--- src/rtl/sqrt_pkg.sv ---
// Widths, constants and FSM encoding shared by the half-precision sqrt core and its bench.
package sqrt_pkg;
  localparam int MANT_W = 11;
  localparam int EXP_W  = 7;
  localparam int ROOT_W = MANT_W + 1;
  localparam int RAD_W  = 2 * ROOT_W;
  localparam int REM_W  = ROOT_W + 2;
  localparam int ITER_W = $clog2(ROOT_W);
  localparam int BIAS   = 15;

  localparam logic signed [EXP_W-1:0] ZERO_EXP = EXP_W'(-BIAS);

  typedef enum logic [1:0] {
    IDLE = 2'd0,
    CALC = 2'd1,
    DONE = 2'd2
  } state_t;
endpackage

--- src/rtl/sqrt_core_if.sv ---
// Operand channel from normalize and result channel to pack/round for the sqrt core.
interface sqrt_op_if;
  import sqrt_pkg::*;

  logic                    n_valid;
  logic                    in_ready;
  logic                    is_num;
  logic                    is_nan;
  logic                    is_pinf;
  logic                    is_ninf;
  logic                    sign_in;
  logic signed [EXP_W-1:0] exp_in;
  logic [MANT_W-1:0]       mant_in;

  modport master (
    output n_valid, is_num, is_nan, is_pinf, is_ninf, sign_in, exp_in, mant_in,
    input  in_ready
  );
  modport slave (
    input  n_valid, is_num, is_nan, is_pinf, is_ninf, sign_in, exp_in, mant_in,
    output in_ready
  );
endinterface

interface sqrt_res_if;
  import sqrt_pkg::*;

  logic                    r_valid;
  logic                    res_is_num;
  logic                    res_is_nan;
  logic                    res_is_pinf;
  logic                    res_sign;
  logic signed [EXP_W-1:0] res_exp;
  logic [MANT_W-1:0]       res_mant;
  logic                    res_guard;
  logic                    res_sticky;

  modport master (
    output r_valid, res_is_num, res_is_nan, res_is_pinf, res_sign,
           res_exp, res_mant, res_guard, res_sticky
  );
  modport slave (
    input  r_valid, res_is_num, res_is_nan, res_is_pinf, res_sign,
           res_exp, res_mant, res_guard, res_sticky
  );
endinterface

--- src/rtl/sqrt_iter_step.sv ---
// One restoring square-root step: bring down two radicand bits, try subtracting (4q+1), keep if non-negative.
module sqrt_iter_step
  import sqrt_pkg::*;
(
  input  logic [REM_W-1:0]  rem,
  input  logic [1:0]        rad_pair,
  input  logic [ROOT_W-1:0] q,
  output logic [REM_W-1:0]  rem_next,
  output logic              q_bit
);
  logic [REM_W+1:0] shifted;
  logic [REM_W+1:0] trial;

  // Compared at full width so no radicand bits are lost; the remainder bound keeps the result in REM_W.
  assign shifted  = {rem, rad_pair};
  assign trial    = {2'b00, q, 2'b01};
  assign q_bit    = (shifted >= trial);
  assign rem_next = q_bit ? REM_W'(shifted - trial) : REM_W'(shifted);
endmodule

--- src/rtl/sqrt_core.sv ---
// Restoring sqrt, one root bit/cycle: numbers 13 cycles accept-to-r_valid (14 with SQRT_CORE_ROUND_EN), specials 1.
// in_ready only in IDLE; no output backpressure; operands arriving while busy are dropped and set sticky overrun.
module sqrt_core
  import sqrt_pkg::*;
(
  input  logic       clk,
  input  logic       rst_n,
  input  logic       enable,
  sqrt_op_if.slave   op,
  sqrt_res_if.master res,
  output logic       overrun
);
  state_t                  state;
  state_t                  state_nxt;
  logic                    accept;
  logic                    fire;
  logic                    done_last;

  logic                    cls_nan;
  logic                    cls_pinf;
  logic                    cls_zero;
  logic                    cls_calc;

  logic                    p_nan;
  logic                    p_pinf;
  logic                    p_zero;
  logic                    p_calc;
  logic                    p_sign;
  logic signed [EXP_W-1:0] exp_r;

  logic [ITER_W-1:0]       iter;
  logic [RAD_W-1:0]        rad;
  logic [REM_W-1:0]        rem;
  logic [REM_W-1:0]        rem_nxt;
  logic [ROOT_W-1:0]       q;
  logic                    q_bit;

  logic [MANT_W-1:0]       out_mant;
  logic signed [EXP_W-1:0] out_exp;
  logic                    out_guard;
  logic                    out_sticky;

  assign op.in_ready = (state == IDLE);

  always_comb begin
    cls_nan  = 1'b1;
    cls_pinf = 1'b0;
    cls_zero = 1'b0;
    cls_calc = 1'b0;
    if (op.is_nan || op.is_ninf) begin
      cls_nan = 1'b1;
    end else if (op.is_pinf) begin
      cls_nan  = 1'b0;
      cls_pinf = 1'b1;
    end else if (op.is_num) begin
      if (op.mant_in == '0) begin
        cls_nan  = 1'b0;
        cls_zero = 1'b1;
      end else if (!op.sign_in) begin
        cls_nan  = 1'b0;
        cls_calc = 1'b1;
      end
    end
  end

  sqrt_iter_step u_step (
    .rem      (rem),
    .rad_pair (rad[RAD_W-1 -: 2]),
    .q        (q),
    .rem_next (rem_nxt),
    .q_bit    (q_bit)
  );

  always_ff @(posedge clk or negedge rst_n) begin
    if (!rst_n) state <= IDLE;
    else        state <= state_nxt;
  end

  always_comb begin
    state_nxt = state;
    accept    = 1'b0;
    fire      = 1'b0;
    unique case (state)
      IDLE: begin
        if (op.n_valid) begin
          accept    = 1'b1;
          state_nxt = cls_calc ? CALC : DONE;
        end
      end
      CALC: begin
        if (iter == '0) state_nxt = DONE;
      end
      DONE: begin
        if (done_last) begin
          fire      = 1'b1;
          state_nxt = IDLE;
        end
      end
      default: state_nxt = IDLE;
    endcase
    if (!enable) begin
      state_nxt = IDLE;
      accept    = 1'b0;
      fire      = 1'b0;
    end
  end

`ifdef SQRT_CORE_ROUND_EN
  logic                    round_ph;
  logic [MANT_W-1:0]       rnd_mant;
  logic signed [EXP_W-1:0] rnd_exp;
  logic [MANT_W:0]         rnd_sum;

  // Round to nearest even on q[11:1]: round up when guard is set and either sticky or the lsb is set.
  assign rnd_sum = {1'b0, q[ROOT_W-1:1]} + (MANT_W+1)'(q[0] & ((rem != '0) | q[1]));

  always_ff @(posedge clk or negedge rst_n) begin
    if (!rst_n) begin
      round_ph <= 1'b0;
      rnd_mant <= '0;
      rnd_exp  <= '0;
    end else if (!enable) begin
      round_ph <= 1'b0;
      rnd_mant <= '0;
      rnd_exp  <= '0;
    end else if (state == DONE && p_calc && !round_ph) begin
      round_ph <= 1'b1;
      rnd_mant <= rnd_sum[MANT_W] ? {1'b1, {(MANT_W-1){1'b0}}} : rnd_sum[MANT_W-1:0];
      rnd_exp  <= rnd_sum[MANT_W] ? exp_r + EXP_W'(1) : exp_r;
    end else if (fire) begin
      round_ph <= 1'b0;
    end
  end

  assign done_last  = !p_calc || round_ph;
  assign out_mant   = rnd_mant;
  assign out_exp    = rnd_exp;
  assign out_guard  = 1'b0;
  assign out_sticky = 1'b0;
`else
  assign done_last  = 1'b1;
  assign out_mant   = q[ROOT_W-1:1];
  assign out_exp    = exp_r;
  assign out_guard  = q[0];
  assign out_sticky = (rem != '0);
`endif

  always_ff @(posedge clk or negedge rst_n) begin
    if (!rst_n) begin
      p_nan           <= 1'b0;
      p_pinf          <= 1'b0;
      p_zero          <= 1'b0;
      p_calc          <= 1'b0;
      p_sign          <= 1'b0;
      exp_r           <= '0;
      iter            <= '0;
      rad             <= '0;
      rem             <= '0;
      q               <= '0;
      overrun         <= 1'b0;
      res.r_valid     <= 1'b0;
      res.res_is_num  <= 1'b0;
      res.res_is_nan  <= 1'b0;
      res.res_is_pinf <= 1'b0;
      res.res_sign    <= 1'b0;
      res.res_exp     <= '0;
      res.res_mant    <= '0;
      res.res_guard   <= 1'b0;
      res.res_sticky  <= 1'b0;
    end else if (!enable) begin
      p_nan           <= 1'b0;
      p_pinf          <= 1'b0;
      p_zero          <= 1'b0;
      p_calc          <= 1'b0;
      p_sign          <= 1'b0;
      exp_r           <= '0;
      iter            <= '0;
      rad             <= '0;
      rem             <= '0;
      q               <= '0;
      overrun         <= 1'b0;
      res.r_valid     <= 1'b0;
      res.res_is_num  <= 1'b0;
      res.res_is_nan  <= 1'b0;
      res.res_is_pinf <= 1'b0;
      res.res_sign    <= 1'b0;
      res.res_exp     <= '0;
      res.res_mant    <= '0;
      res.res_guard   <= 1'b0;
      res.res_sticky  <= 1'b0;
    end else begin
      res.r_valid <= 1'b0;
      if (op.n_valid && state != IDLE) overrun <= 1'b1;

      if (accept) begin
        p_nan  <= cls_nan;
        p_pinf <= cls_pinf;
        p_zero <= cls_zero;
        p_calc <= cls_calc;
        p_sign <= op.sign_in;
        exp_r  <= op.exp_in >>> 1;
        iter   <= ITER_W'(ROOT_W - 1);
        rem    <= '0;
        q      <= '0;
        // Odd exponents fold the leftover factor of two into the radicand.
        rad    <= op.exp_in[0] ? {op.mant_in, {(RAD_W-MANT_W){1'b0}}}
                               : {1'b0, op.mant_in, {(RAD_W-MANT_W-1){1'b0}}};
      end

      if (state == CALC) begin
        rem  <= rem_nxt;
        q    <= {q[ROOT_W-2:0], q_bit};
        rad  <= {rad[RAD_W-3:0], 2'b00};
        iter <= iter - 1'b1;
      end

      if (fire) begin
        res.r_valid     <= 1'b1;
        res.res_is_num  <= p_zero | p_calc;
        res.res_is_nan  <= p_nan;
        res.res_is_pinf <= p_pinf;
        res.res_sign    <= p_zero & p_sign;
        res.res_exp     <= p_zero ? ZERO_EXP : (p_calc ? out_exp : '0);
        res.res_mant    <= p_calc ? out_mant : '0;
        res.res_guard   <= p_calc & out_guard;
        res.res_sticky  <= p_calc & out_sticky;
      end
    end
  end
endmodule

--- src/flat_wrapper.sv ---
// flat-port wrapper written by rule: the top's interface ports become plain ports
module sqrt_core_flat import sqrt_pkg::*;
  (clk, rst_n, enable, overrun, op_n_valid, op_is_num, op_is_nan, op_is_pinf, op_is_ninf, op_sign_in, op_exp_in, op_mant_in, op_in_ready, res_r_valid, res_res_is_num, res_res_is_nan, res_res_is_pinf, res_res_sign, res_res_exp, res_res_mant, res_res_guard, res_res_sticky);
  sqrt_op_if op_i ();
  sqrt_res_if res_i ();
  input  logic clk;
  input  logic rst_n;
  input  logic enable;
  output logic overrun;
  input wire logic [$bits(op_i.n_valid)-1:0] op_n_valid;
  input wire logic [$bits(op_i.is_num)-1:0] op_is_num;
  input wire logic [$bits(op_i.is_nan)-1:0] op_is_nan;
  input wire logic [$bits(op_i.is_pinf)-1:0] op_is_pinf;
  input wire logic [$bits(op_i.is_ninf)-1:0] op_is_ninf;
  input wire logic [$bits(op_i.sign_in)-1:0] op_sign_in;
  input wire logic [$bits(op_i.exp_in)-1:0] op_exp_in;
  input wire logic [$bits(op_i.mant_in)-1:0] op_mant_in;
  output wire logic [$bits(op_i.in_ready)-1:0] op_in_ready;
  output wire logic [$bits(res_i.r_valid)-1:0] res_r_valid;
  output wire logic [$bits(res_i.res_is_num)-1:0] res_res_is_num;
  output wire logic [$bits(res_i.res_is_nan)-1:0] res_res_is_nan;
  output wire logic [$bits(res_i.res_is_pinf)-1:0] res_res_is_pinf;
  output wire logic [$bits(res_i.res_sign)-1:0] res_res_sign;
  output wire logic [$bits(res_i.res_exp)-1:0] res_res_exp;
  output wire logic [$bits(res_i.res_mant)-1:0] res_res_mant;
  output wire logic [$bits(res_i.res_guard)-1:0] res_res_guard;
  output wire logic [$bits(res_i.res_sticky)-1:0] res_res_sticky;
  assign op_i.n_valid = op_n_valid;
  assign op_i.is_num = op_is_num;
  assign op_i.is_nan = op_is_nan;
  assign op_i.is_pinf = op_is_pinf;
  assign op_i.is_ninf = op_is_ninf;
  assign op_i.sign_in = op_sign_in;
  assign op_i.exp_in = op_exp_in;
  assign op_i.mant_in = op_mant_in;
  assign op_in_ready = op_i.in_ready;
  assign res_r_valid = res_i.r_valid;
  assign res_res_is_num = res_i.res_is_num;
  assign res_res_is_nan = res_i.res_is_nan;
  assign res_res_is_pinf = res_i.res_is_pinf;
  assign res_res_sign = res_i.res_sign;
  assign res_res_exp = res_i.res_exp;
  assign res_res_mant = res_i.res_mant;
  assign res_res_guard = res_i.res_guard;
  assign res_res_sticky = res_i.res_sticky;
  sqrt_core u_core (.clk(clk), .rst_n(rst_n), .enable(enable), .op(op_i), .res(res_i), .overrun(overrun));
endmodule
--- config.mk ---
export PLATFORM = sky130hd
export DESIGN_NAME = sqrt_core_flat
export DESIGN_NICKNAME = d
export VERILOG_FILES = /design/src/rtl/sqrt_pkg.sv /design/src/rtl/sqrt_core_if.sv /design/src/rtl/sqrt_iter_step.sv /design/src/rtl/sqrt_core.sv /design/src/flat_wrapper.sv
export SDC_FILE = /design/constraint.sdc
export NUM_CORES = 1
export LEC_CHECK = 0
export ABC_AREA = 1
export BUFFER_PORTS_ARGS = -buffer_cell sky130_fd_sc_hd__buf_4
export CORE_MARGIN = 3
export CORE_UTILIZATION = 45
export CTS_BUF_LIST = sky130_fd_sc_hd__clkbuf_16
export DETAILED_ROUTE_END_ITERATION = 10
export PLACE_DENSITY = 0.72
export SLEW_MARGIN = 40
export SYNTH_ARGS = -nofsm -noshare
export SYNTH_HDL_FRONTEND = slang
export SYNTH_SLANG_ARGS = --single-unit
--- constraint.sdc ---
create_clock -name clk -period 1.79 [get_ports clk]
set_input_delay 0.179 -clock clk [delete_from_list [all_inputs] [get_ports clk]]
set_output_delay 0.179 -clock clk [all_outputs]
set_load 0.02 [all_outputs]
# Yosys cells after proc, flatten, opt, wreduce, memory -nomap -nowiden
# Index checks and enable logic that the tools add are counted.
[totals] ff_bits=94 latch_bits=0 mem_bits_rw=0 rom_bits=0 input_bits=27 output_inout_bits=27 wordCells=119 memories=0
[op_classes] addsub=2 mul=0 n_div=0 n_lt_le_gt_ge=1 eq_ne=8 shift=0 muxes=75 n_bitwise=4 n_reduce_logical=8
[ops] op="$mux 24" count=4
[ops] op="$mux 14" count=4
[ops] op="$mux 1" count=47
[ops] op="$mux 7" count=6
[ops] op="$mux 12" count=3
[ops] op="$mux 11" count=3
[ops] op="$ge 16x14->1" count=1
[ops] op="$reduce_bool 14->1" count=1
[ops] op="$sub 14x14->14" count=1
[ops] op="$mux 4" count=3
[ops] op="$logic_not 11->1" count=1
[ops] op="$mux 2" count=4
[ops] op="$ne 2x1->1 const B" count=3
[ops] op="$logic_not 4->1" count=1
[ops] op="$pmux 2 s2" count=1
[ops] op="$sub 4x1->4 const B" count=1
[ops] op="$and 1x1->1" count=3
[ops] op="$ne 3x1->1 const B" count=1
[ops] op="$ne 3x2->1 const B" count=1
[ops] op="$ne 3x3->1 const B" count=1
[ops] op="$eq 2x1->1 const B" count=1
[ops] op="$eq 2x2->1 const B" count=1
[ops] op="$logic_not 2->1" count=1
[ops] op="$reduce_and 2->1" count=1
[ops] op="other kinds (4)" count=4

# Depth between registers and ports, before layout
[depth] depth_word=9 mapped_depth=14 ltp_nobuf=14

# By module
# A second synthesis with hierarchy kept.
[hier_totals] cells_unflattened=619 area_unflattened_um2=4794.6
[modules_own_cells] module="sqrt_core" n_inst=1 cells_per_inst=395 area_each_um2=3629.7 seq_area_each_um2=2001.9
[modules_own_cells] module="sqrt_iter_step" n_inst=1 cells_per_inst=224 area_each_um2=1164.9 seq_area_each_um2=0.0

# Worst setup path after synthesis
# Ideal clock, no wire load.
[synth_timing] path_kind="register to register" start="register u_core.rem[10]" end="register u_core.rem[12]" setup_time_ns=0.116 t_arrival_ns=1.627 t_required_ns=1.674 setup_slack_ns=0.047 stages_incl_launch_ff=11 path_buffers=1 period_less_slack_ns=1.743 path_cell_list="dfrtp_1 ha_1 inv_2 nor3_4 and2_2 nand2_4 nand2_4 buf_6 nand3_1 nand2_1 nand2_1"
[synth_between] elab_chain_len=4 elab_cells_between_ends=5 cone_classes="1 x add/sub; 1 x order compare; 3 x mux"
[synth_rtl] item="from (decl)" line_no="sqrt_core.sv:33" source="logic [REM_W-1:0] rem;"
[synth_rtl] item="from (signal assigned)" line_no="sqrt_core.sv:211" source="rem <= rem_nxt;"
[synth_rtl] item="$sub 14x14->14 / $ge 16x14->1 (equally long branches)" line_no="sqrt_iter_step.sv:18, sqrt_iter_step.sv:17"
[synth_rtl] item="$mux 14 *" line_no="sqrt_iter_step.sv:18" source="assign rem_next = q_bit ? REM_W'(shifted - trial) : REM_W'(shifted);"
[synth_rtl] item="$mux 14 *" line_no="sqrt_core.sv:210" source="if (state == CALC) begin"
[synth_rtl] item="$mux 14 *" line_no="sqrt_core.sv:170" source="end else if (!enable) begin"
# Every way passes the cells marked *; elsewhere a longest branch is shown, timed or not.
# A chain may end at the register's enable or synchronous reset.

# Worst setup path in the final report
[layout_timing] start="register u_core.rem[7]" end="register u_core.rem[13]"
# The elaborated chain is that of the path after synthesis.

==> flow_summary.yaml <==
sta:
  max_freq_mhz: 569
  min_period_over_period_pct: 98.1
  rsz0062_at_grt: "true"
  worst-slew-pin-transition_ns: 0.533
  setup_viol: 0
  skew_ns: 0.00618
  min_period_ns: 1.76
  tns_ns: 0
  hold_viol: 0
  fin_hold_ws_ns: 0.0617
  relSlewSlack_pct: 64.4
  slew_viol_final: 0
power_and_ir_drop:
  clockPowerShare_pct: 42.8
  power.leakage_nw: 3.09
  p_per_area_nw_per_um2: 710
  ir_drop_v: 0.000527
  pwr-share-seq_pct: 44.1
  swShare_pct: 26.1
  internal_power_mw: 3.14
  p_switching_mw: 1.11
  combPwrFrac_pct: 13.1
synthesis:
  syn_inst: 589
  yosysWarningCount: 0
  synthesis.nets: 632
  yosysMostFrequentCell: "nand2_1"
  ys_seq_area_share_pct: 44.7
  async_flop_share_pct: 100
  synth-seq-cells: 80
  synth_adder_area_share_pct: 4.47
  synth-simple-area-share_pct: 30.1
  synth_xor_area_share_pct: 0.977
  avgSynthCellArea_sq_um: 7.61
  synthMuxAreaShare_pct: 0
  ys_dominant_reg_cell: "dfrtp_1"
  synth.distinct_cells: 38
  synthTopCellsByArea: "dfrtp_1 (45%), nand2_1 (14%), nand3_1 (8.0%)"
  synth-compound-area-share_pct: 10.7
  synthesis.area_sq_um: 4480
  synthTopCellsByCount: "nand2_1 (172), inv_1 (81), dfrtp_1 (80), nand3_1 (72), o21ai_0 (44)"
  netlist.area_leader.share_pct: 44.7
  synth_edf_count: 0
  synth_top_family_by_area: "simple AND/OR/NAND/NOR gates"
  yosysTopAreaCell: "dfrtp_1"
drt:
  via_per_inst: 5.13
  first_pass_iters: 5
  vias: 4250
  wire_per_inst_microns: 14.4
  drt_iter0_drc: 245
  wl_microns: 11900
  detail-route-antenna-nets: 0
  drcViolationCount: 0
global_route:
  grt_pass1_vias: 4176
  grt_pass1_wl_microns: 19700
  grt_max_degree: 43
  track_usage_pct: 21.8
  antenna_found_initial: 0
  overflow: 0
cells_and_area:
  register_area_sq_um: 2000
  nets: 738
  multi_input_area_sq_um: 2360
  area_growth_pct: 33.7
  drive_gt1_share_pct: 28.7
  n_fill_cell: 832
  n_antenna_cell: 0
clock_network:
  cts_tree: "yes"
  h-tree-depth: 3
  insertion_delay_ns: 0.33
  root_buffer: "clkbuf_16"
  clock-sinks: 80
  clkTransAtPathRegs_ns: 0.06
  clockBufferDepth: 2
  cts-buffers-inserted: 9
worst_setup_path:
  r2r-end: "u_core.rem[13]$_DFFE_PN0P_"
  ff2ff_setup_slack_ns: 0.03
  critPathCaptureType: "register"
  crit_required_ns: 2.02
  rr_startpoint: "u_core.rem[7]$_DFFE_PN0P_"
  r2r_cells: 11
  worst-endpoint-arrival_ns: 1.98
  worstSetupStartpointType: "register"
  cp_max_fo: 8
  crit_type: "reg2reg"
floorplanning:
  dieArea_sq_um: 11200
  die_x_microns: 106
  num_rows: 35
  ios: 54
  initial_core_util_pct: 47.4
  core_sq_um: 9460
  die_h_microns: 106
min_path:
  whs_path_depth: 3
  min_from: "op_exp_in[6]"
  hold_path_class: "in2reg"
  min_to: "u_core.exp_r[5]$_DFFE_PN0P_"
placement:
  dp_hpwl_microns: 8890
  io_buffers: 53
  gp_congestion: 0.899
run:
  drv_cap: 0
outcome:
  status: "finished, final reports clean"
[flip-flops by register name (all words and copies together) (netlist names)]
register	flops
u_core.overrun	1
u_core.rad	12
u_core.res.res_mant	11
u_core.res.res_guard	1
u_core.rem	14
u_core.p_nan	1
u_core.res.res_sticky	1
u_core.iter	4
u_core.exp_r	6
u_core.q	12
u_core.res.res_is_nan	1
u_core.res.res_is_pinf	1
u_core.p_pinf	1
u_core.res.r_valid	1
u_core.state	2
u_core.res.res_sign	1
u_core.p_zero	1
u_core.res.res_exp	6
u_core.p_sign	1
u_core.res.res_is_num	1
u_core.p_calc	1
[critical path, cell delays in order (launching register included)]
cell     delay (ns)
dfrtp_1        0.41
ha_4           0.28
nand2_2        0.07
nand2_2        0.06
nand2_2        0.07
nand2_2        0.07
a21oi_4        0.29
nand2_8        0.13
nand2_8        0.11
nand2_1        0.06
nand2_1        0.05
nand2_1        0.05
[metal layers]
metal | global-route usage, % | routed length (microns) | vias to the layer above
li1 | - | - | 2131
met1 | 29.5 | 5420 | 2013
met2 | 36.6 | 5910 | 99
met3 | 3.86 | 513 | 7
met4 | 4.63 | 96 | 0
met5 | 0 | 0 | -
[worst max path at each step]
stage                     cells past startpoint                  startpoint                    endpoint  slack, ns
after floorplan                              10  u_core.rem[10]$_DFFE_PN0P_  u_core.rem[12]$_DFFE_PN0P_       0.05
after global placement                        9   u_core.rem[9]$_DFFE_PN0P_  u_core.rem[12]$_DFFE_PN0P_     -0.005
after detailed placement                      9   u_core.rem[9]$_DFFE_PN0P_  u_core.rem[12]$_DFFE_PN0P_      -0.05
after CTS                                    11     u_core.q[7]$_DFFE_PN0P_   u_core.rem[1]$_DFFE_PN0P_      0.006
after global routing                         11   u_core.rem[7]$_DFFE_PN0P_  u_core.rem[13]$_DFFE_PN0P_      -0.08
final                                        11   u_core.rem[7]$_DFFE_PN0P_  u_core.rem[13]$_DFFE_PN0P_       0.03
[cell type report]
type                    instances  area share [%]
multi-input cells             407            39.3
repair buffers                111            14.2
clock buffers                   9            3.76
flip-flops and latches         80            33.4
inverters                      86            5.39
well taps                     129            2.69
clock inverters                 7            1.19
[per-stage QoR]
| stage | instance area, sq um | total power [mW] | utilization, % | std cells | setup WS [ns] |
|---|---|---|---|---|---|
| after detailed placement | 5340 | 2.41 | 56.5 | 805 | -0.0493 |
| after global routing | 5990 | 4.43 | 63.4 | 829 | -0.0820 |
| after floorplan | 4480 | 2.21 | - | 589 | 0.0466 |
| after CTS | 5690 | 4.25 | 60.2 | 822 | 0.00553 |
| final | 5990 | 4.25 | 63.4 | 829 | 0.0334 |
| after global placement | 5340 | 2.41 | 56.5 | 805 | -0.00480 |
[placed cells by master, fill, tap and decap left out, types with 5 or more instances in the layout]
cell       netlist  layout
buf_4            2     106
clkbuf_16        0       9
dfrtp_1         80      78
ha_4             0      12
inv_1           81      70
inv_2            4      16
nand2_1        172     158
nand2_2          5      17
nand3_1         72      66
nand3_2          1       7
nand4_1          6       6
nor2_1          26      23
nor2_4           4       5
o211ai_1         5       5
o21ai_0         44      44
o22ai_1         15      15
[cells by family after synthesis]
family                     Yosys count
DFF                                 80
adders and majority gates           16
buffers and inverters              103
AOI/OAI and AO/OA                   83
xor gates and xnor gates             5
and+or+nand+nor                    302
[power groups by stage]
stage	combinational, mW	sequential, mW	clock, mW
2_1_floorplan	0.306	1.91	0
3_3_place_gp	0.500	1.91	0
3_5_place_dp	0.507	1.91	0
4_1_cts	0.520	1.87	1.85
5_1_grt	0.629	1.88	1.93
6_report	0.558	1.87	1.82
[what timing repair did]
item                                    4_1_cts  5_1_grt
hold endpoints to repair                     38        0
pin swaps                                     1       15
hold buffers                                  1        0
endpoints found under the setup margin       11       15
buffers inserted                              0        6
cloned                                        0        1
resized for setup                             7       57
(Power assumes the default switching activity.)
